**src/rtl/cdc_fifo_pkg.sv**
```systemverilog
// Shared pointer helpers for both sides of the dual-clock FIFO.
// Latency: n/a (pure functions and constants).
// Backpressure: n/a.
// Contents: bin2gray / gray2bin on a PTR_MAX_W-bit container. Narrower pointers
//           are zero-extended in and truncated out. SYNC_STAGES bounds.
package cdc_fifo_pkg;

    localparam int SYNC_STAGES_MIN = 2;
    localparam int SYNC_STAGES_MAX = 4;
    localparam int PTR_MAX_W       = 32;

    function automatic logic [PTR_MAX_W-1:0] bin2gray(input logic [PTR_MAX_W-1:0] bin);
        return bin ^ (bin >> 1);
    endfunction

    // Zero-extended inputs decode correctly because the leading zeros stay zero.
    function automatic logic [PTR_MAX_W-1:0] gray2bin(input logic [PTR_MAX_W-1:0] gray);
        logic [PTR_MAX_W-1:0] bin;
        bin[PTR_MAX_W-1] = gray[PTR_MAX_W-1];
        for (int i = PTR_MAX_W - 2; i >= 0; i--) begin
            bin[i] = bin[i+1] ^ gray[i];
        end
        return bin;
    endfunction

endpackage

```
**src/rtl/cdc_fifo_read_state_if.sv**
```systemverilog
// Read-side output stream of the dual-clock FIFO: a word plus valid/ready.
// Latency: n/a (wires only).
// Backpressure: the consumer holds read_ready low to stall the stream.
// Modports: master = FIFO (drives data and valid), slave = consumer (drives ready).
interface cdc_fifo_read_state_if #(
    parameter int DATA_WIDTH = 8
);
    logic [DATA_WIDTH-1:0] read_data;
    logic                  read_valid;
    logic                  read_ready;

    modport master (output read_data, output read_valid, input read_ready);
    modport slave  (input read_data, input read_valid, output read_ready);
endinterface

```
**src/rtl/cdc_gray_sync.sv**
```systemverilog
// Multi-flop synchroniser for a Gray-coded pointer entering a new clock domain.
// Latency: STAGES clocks from the input to data_o.
// Backpressure: none. The chain samples every clock.
// Ports: clock, reset (async, active-high), data_i (async Gray), data_o (synchronised).
module cdc_gray_sync #(
    parameter int WIDTH  = 4,
    parameter int STAGES = 2
) (
    input  logic             clock,
    input  logic             reset,
    input  logic [WIDTH-1:0] data_i,
    output logic [WIDTH-1:0] data_o
);

    logic [WIDTH-1:0] sync_q [STAGES];

    always_ff @(posedge clock or posedge reset) begin
        if (reset) begin
            for (int i = 0; i < STAGES; i++) begin
                sync_q[i] <= '0;
            end
        end else begin
            sync_q[0] <= data_i;
            for (int i = 1; i < STAGES; i++) begin
                sync_q[i] <= sync_q[i-1];
            end
        end
    end

    assign data_o = sync_q[STAGES-1];

endmodule

```
**src/rtl/cdc_fifo_read_state.sv**
```systemverilog
// Read-domain half of the dual-clock FIFO, with a registered FWFT valid/ready output stage.
// Latency: a write pointer change appears on empty after SYNC_STAGES clocks and on read_valid one clock later.
// Backpressure: when read_ready is low with read_valid high, data, valid and the read pointer all hold.
// Ports: clock/reset (async, active-high); write_address_gray_i (from write domain);
//        mem_read_data_i (comb storage read); rd_if (output stream); read_address_o,
//        read_address_gray_o (to write domain), empty_o, read_level_o.
module cdc_fifo_read_state
    import cdc_fifo_pkg::*;
#(
    parameter int ADDRESS_WIDTH = 4,
    parameter int DATA_WIDTH    = 8,
    parameter int SYNC_STAGES   = 2
) (
    input  logic                     clock,
    input  logic                     reset,
    input  logic [ADDRESS_WIDTH-1:0] write_address_gray_i,
    input  logic [DATA_WIDTH-1:0]    mem_read_data_i,
    cdc_fifo_read_state_if.master    rd_if,
    output logic [ADDRESS_WIDTH-1:0] read_address_o,
    output logic [ADDRESS_WIDTH-1:0] read_address_gray_o,
    output logic                     empty_o,
    output logic [ADDRESS_WIDTH-1:0] read_level_o
);

    localparam int AW = ADDRESS_WIDTH;

    if (SYNC_STAGES < SYNC_STAGES_MIN || SYNC_STAGES > SYNC_STAGES_MAX) begin : g_bad_stages
        $error("cdc_fifo_read_state: SYNC_STAGES must be in 2..4");
    end

    logic [AW-1:0]         wr_gray_sync;
    logic [AW-1:0]         wr_bin_sync;
    logic [AW-1:0]         rd_addr_q, rd_addr_d;
    logic [AW-1:0]         rd_gray_q, rd_gray_d;
    logic [DATA_WIDTH-1:0] data_q, data_d;
    logic                  valid_q, valid_d;
    logic [AW-1:0]         rd_addr_inc;
    logic                  empty;
    logic                  load;

    // The Gray write pointer is the only signal crossing into this domain.
    cdc_gray_sync #(
        .WIDTH  (AW),
        .STAGES (SYNC_STAGES)
    ) u_wr_ptr_sync (
        .clock  (clock),
        .reset  (reset),
        .data_i (write_address_gray_i),
        .data_o (wr_gray_sync)
    );

    assign wr_bin_sync = AW'(gray2bin(PTR_MAX_W'(wr_gray_sync)));

    // A stale synchronised pointer lags the true one, so empty can only be late to clear.
    assign empty       = (rd_addr_q == wr_bin_sync);
    assign rd_addr_inc = rd_addr_q + 1'b1;

    // Refill the output register when it is free or is being drained this cycle.
    assign load = !empty && (!valid_q || rd_if.read_ready);

    always_comb begin
        rd_addr_d = rd_addr_q;
        rd_gray_d = rd_gray_q;
        data_d    = data_q;
        valid_d   = valid_q;
        if (load) begin
            data_d    = mem_read_data_i;
            valid_d   = 1'b1;
            rd_addr_d = rd_addr_inc;
            // Registered so the write domain never samples a decode glitch.
            rd_gray_d = AW'(bin2gray(PTR_MAX_W'(rd_addr_inc)));
        end else if (valid_q && rd_if.read_ready) begin
            valid_d = 1'b0;
        end
    end

    always_ff @(posedge clock or posedge reset) begin
        if (reset) begin
            rd_addr_q <= '0;
            rd_gray_q <= '0;
            data_q    <= '0;
            valid_q   <= 1'b0;
        end else begin
            rd_addr_q <= rd_addr_d;
            rd_gray_q <= rd_gray_d;
            data_q    <= data_d;
            valid_q   <= valid_d;
        end
    end

    assign rd_if.read_data     = data_q;
    assign rd_if.read_valid    = valid_q;
    assign read_address_o      = rd_addr_q;
    assign read_address_gray_o = rd_gray_q;
    assign empty_o             = empty;
    assign read_level_o        = wr_bin_sync - rd_addr_q;

endmodule
```
**src/flat_wrapper.sv**
```systemverilog
// flat-port wrapper written by rule: the top's interface ports become plain ports
module cdc_fifo_read_state_flat import cdc_fifo_pkg::*;
#(
    parameter int ADDRESS_WIDTH = 4,
    parameter int DATA_WIDTH    = 8,
    parameter int SYNC_STAGES   = 2
)
  (clock, reset, write_address_gray_i, mem_read_data_i, read_address_o, read_address_gray_o, empty_o, read_level_o, rd_if_read_data, rd_if_read_valid, rd_if_read_ready);
  cdc_fifo_read_state_if #(.DATA_WIDTH(DATA_WIDTH)) rd_if_i ();
  input  logic clock;
  input  logic reset;
  input  logic [ADDRESS_WIDTH-1:0] write_address_gray_i;
  input  logic [DATA_WIDTH-1:0] mem_read_data_i;
  output logic [ADDRESS_WIDTH-1:0] read_address_o;
  output logic [ADDRESS_WIDTH-1:0] read_address_gray_o;
  output logic empty_o;
  output logic [ADDRESS_WIDTH-1:0] read_level_o;
  output wire logic [$bits(rd_if_i.read_data)-1:0] rd_if_read_data;
  output wire logic [$bits(rd_if_i.read_valid)-1:0] rd_if_read_valid;
  input wire logic [$bits(rd_if_i.read_ready)-1:0] rd_if_read_ready;
  assign rd_if_read_data = rd_if_i.read_data;
  assign rd_if_read_valid = rd_if_i.read_valid;
  assign rd_if_i.read_ready = rd_if_read_ready;
  cdc_fifo_read_state #(.ADDRESS_WIDTH(ADDRESS_WIDTH), .DATA_WIDTH(DATA_WIDTH), .SYNC_STAGES(SYNC_STAGES)) u_core (.clock(clock), .reset(reset), .write_address_gray_i(write_address_gray_i), .mem_read_data_i(mem_read_data_i), .rd_if(rd_if_i), .read_address_o(read_address_o), .read_address_gray_o(read_address_gray_o), .empty_o(empty_o), .read_level_o(read_level_o));
endmodule
```
**config.mk**
```make
export PLATFORM = sky130hd
export DESIGN_NAME = cdc_fifo_read_state_flat
export DESIGN_NICKNAME = d
export VERILOG_FILES = /design/src/rtl/cdc_fifo_pkg.sv /design/src/rtl/cdc_fifo_read_state_if.sv /design/src/rtl/cdc_gray_sync.sv /design/src/rtl/cdc_fifo_read_state.sv /design/src/flat_wrapper.sv
export SDC_FILE = /design/constraint.sdc
export NUM_CORES = 1
export LEC_CHECK = 0
export BUFFER_PORTS_ARGS = -buffer_cell sky130_fd_sc_hd__buf_2
export CORE_MARGIN = 4
export CORE_UTILIZATION = 51
export CTS_CLUSTER_SIZE = 30
export DETAILED_ROUTE_END_ITERATION = 6
export HOLD_SLACK_MARGIN = 0.02
export PLACE_DENSITY = 0.82
export SLEW_MARGIN = 20
export SYNTH_ARGS = -nofsm -noshare
export SYNTH_HDL_FRONTEND = slang
export SYNTH_SLANG_ARGS = --single-unit
export TNS_END_PERCENT = 10
```
**constraint.sdc**
```tcl
create_clock -name clock -period 5.78 [get_ports clock]
set_input_delay 0.289 -clock clock [delete_from_list [all_inputs] [get_ports clock]]
set_output_delay 0.289 -clock clock [all_outputs]
set_load 0.01 [all_outputs]
```
==> run summary <==
Result of the run - finished clean
Iteration-0 DRC count of the detailed router - 1
Final slew viol count - 0
Overall routed net length - 1670 um
Number of port buffers - 36
Final setup violation count - 0
Distinct cell type count of the synthesized netlist - 20
Compound-gate portion of the synthesized area - 4.207%
Proportion of synthesized chip area in sequential cells - 57.69%
Final min period - 2.641 ns
Area share of xor/xnor cells in the synthesized design - 12.50%
Unrepaired setup endpoints after global routing - no
Dominant combinational cell family by area after synthesis - XOR/XNOR gates
Post-synth top cells - 24 x sky130_fd_sc_hd__dfrtp_1, 7 x sky130_fd_sc_hd__mux2_2, 7 x sky130_fd_sc_hd__xnor2_1
Arrival @ worst endpoint - 2.35 ns
Remaining design rule violation count - 0
Area growth from synthesis to layout - 20.91%
Register bit count reported by yosys - 24
Number of antenna violations at the first check in global routing - 0
Ratio of total power to cell area - 532.6 mW/mm2
Syn Area/Cell - 13.52 um2
Share of the synthesized area in the top cell type - 57.69%
Mux contribution to synthesized area - 10.46%
Clock tree from TritonCTS - done
Maximum clock frequency - 0.3787 GHz
Number of standard cells after synthesis - 77
Post-CTS setup buffers - 0
Count of antenna-violating nets left after detailed routing - 0
Count of standard-cell rows - 16
Initial standard-cell utilization of the core - 53.61%
Post-route core utilization - 64.82%
Largest net degree at the start of global routing - 25
Proportion of register bits with asynchronous set or reset after synthesis - 100.0%
Worst-case headroom to the max-slew limit - 42.62%
EDFF count, synth - 0
Ant. Diodes - 0
Required time of the critical path - 5.49 ns
Nature of the critical path endpoint - primary output
Leakage power of the design - 0.6261 nW
Initial DRT Pass Iterations - 4
Cell with the largest stage delay on the worst path - sky130_fd_sc_hd__dfrtp_1
Primary flip-flop cell chosen by synthesis mapping - sky130_fd_sc_hd__dfrtp_1
Mapped Nets - 97
Post-Route Skew - 0.004022 ns
Drt wl/cell - 11.84 um
Count of yosys warnings during synthesis - 0
Final hold violations - 0
Number of max-cap violations - 0
Setup Crit Path Kind - register to primary output
Via Count - 659
Element type at the critical path start - register
Count of nets after finishing - 136
Most common cell in the netlist - sky130_fd_sc_hd__dfrtp_1
Chip width - 53.18 um
Gates resized, CTS repair - 0
Clock buffers created by TritonCTS - 3
Wire length the detailed router placed on met1 - 709 um
Amount of wire on met2 after detailed routing - 785 um
Via count of the first global-routing pass - 658
Met3 Routed Length - 134 um
Worst stage delay on the critical path - 0.43 ns
Fraction of layout instances using a drive strength above 1 - 43.86%
Ratio of final minimum period to clock period - 45.68%
Worst-path maximum fanout - 3
Root buffer selected by CTS - sky130_fd_sc_hd__clkbuf_4
Mapped Area - 0.001041 mm2
Crit-path most repeated cell - sky130_fd_sc_hd__xor2_1
List of cells traversed by the critical path - xor2_1 -> xor2_1 -> xnor2_1 -> ha_1 -> inv_1 -> fa_1 -> xor2_1 -> buf_2
Boundary pin count - 37
Kind of path behind the tightest hold check - input pin to register
Maximum level of the CTS H-tree - 1
Chip height - 53.18 um
All-Layer GR Usage - 13.92%
Post-synthesis cell type with the largest combined area - sky130_fd_sc_hd__dfrtp_1
Synthesized-area fraction occupied by adder cells - 6.731%
Top layer reached by signal wires - met4
Transition time at the pin with the least slew margin - 0.8598 ns
Dominant cells by area after synthesis - sky130_fd_sc_hd__dfrtp_1 58%, sky130_fd_sc_hd__mux2_2 7.6%, sky130_fd_sc_hd__xnor2_1 5.9%
Wire length of the first global-routing pass - 2766 um
HPWL Detailed - 1345 um
Clock-pin transition on the worst setup and hold timing paths - 0.11 ns
# clock sinks - 24
Core area - 0.001942 mm2
Clk_lat worst skew - 0.30 ns
Simple-Gate Fraction of Synth Area - 4.447%
Worst VDD drop - 0.0002757 V
Die footprint - 0.002828 mm2
Total grt overflow - 0
Worst-case clock buffer depth - 2
Weighted congestion at the end of routability-driven global placement - 0.7486
Final-layout setup total negative slack - 0 ns
Hold-fix buffers, CTS - 0
Number of vias per cell after detailed routing - 4.674
layout make-up:
type	count	area, um2
Fill cell	162	683.2
Inverter	6	22.52
Multi-Input combinational cell	45	399.1
Sequential cell	24	600.6
Clock buffer	3	22.52
Tap cell	27	33.78
Timing Repair Buffer	36	180.2
sequential cells by signal, indices dropped and copies added, names as in the netlist:
name	flops
u_core.rd_if.read_valid	1
u_core.u_wr_ptr_sync.sync_q	4
u_core.read_address_gray_o	4
u_core.u_wr_ptr_sync.data_o	4
u_core.rd_if.read_data	8
u_core.read_address_o	3
logic make-up after synthesis:
| group | after synthesis |
|---|---|
| DFF | 24 |
| AOI/OAI and AO/OA | 6 |
| muxes | 9 |
| xor gates and xnor gates | 14 |
| adders and majority gates | 5 |
| and+or+nand+nor | 11 |
| buffers and inverters | 8 |
power by group:
part	internal (mW)	switching (mW)	total [mW]	leakage, nW
Clock	0.0243	0.0438	0.0681	0.0138
Combinational	0.168	0.178	0.347	0.334
Sequential	0.217	0.0387	0.256	0.279
Total	0.410	0.261	0.670	0.626
cell usage in the layout (no fill, tap or decap), drive strengths merged:
cell type / instances
clkbuf: 3
xnor2: 7
a21oi: 1
buf: 36
ha: 4
nand2: 6
dfrtp: 24
nor2: 2
inv: 6
nand3: 1
nand2b: 1
nor3: 1
fa: 1
xor2: 7
a21o: 1
o21ai: 4
mux2: 9
routing by layer:
| layer | vias up | track usage [%] |
|---|---|---|
| met5 | - | 0 |
| met1 | 299 | 17.10 |
| met2 | 29 | 22.93 |
| met4 | 0 | 7.660 |
| li1 | 326 | - |
| met3 | 5 | 2.535 |
metrics by stage:
stage / area (um2) / total power [mW] / setup slack [ns] / hold WS (ns) / instances
floorplan: 1041 / 0.5075 / 3.528 / 0.3036 / 77
finish: 1259 / 0.6704 / 3.139 / 0.08275 / 141
global route: 1259 / 0.7286 / 2.904 / 0.05093 / 141
detailed placement: 1236 / 0.6153 / 3.264 / 0.3363 / 138
CTS: 1259 / 0.6829 / 3.125 / 0.07798 / 141
global placement: 1236 / 0.6006 / 3.372 / 0.3332 / 138
critical path, delay by kind of cell (launching register included):
family,cells,cell delay (ns)
buf+inv,2,0.21
fa+ha+maj,2,0.53
flops,1,0.43
xor+xnor,4,0.88
worst paths after layout:
check                                                          from                                  endpoint  slack, ns  cells past startpoint
hold / removal                              write_address_gray_i[2]  u_core.u_wr_ptr_sync.sync_q[6]$_DFF_PP0_       0.08                      1
min in group asynchronous                                     reset     u_core.rd_if.read_data[5]$_DFFE_PP0P_       0.15                      2
setup reg to reg           u_core.u_wr_ptr_sync.data_o[3]$_DFF_PP0_     u_core.rd_if.read_data[1]$_DFFE_PP0P_       3.30                      7
max in group asynchronous                                     reset  u_core.u_wr_ptr_sync.data_o[0]$_DFF_PP0_       5.10                      2
setup / recovery           u_core.u_wr_ptr_sync.data_o[3]$_DFF_PP0_                           read_level_o[2]       3.14                      8
hold reg to reg            u_core.u_wr_ptr_sync.sync_q[7]$_DFF_PP0_  u_core.u_wr_ptr_sync.data_o[3]$_DFF_PP0_       0.36                      0
(Power assumes the default switching activity.)
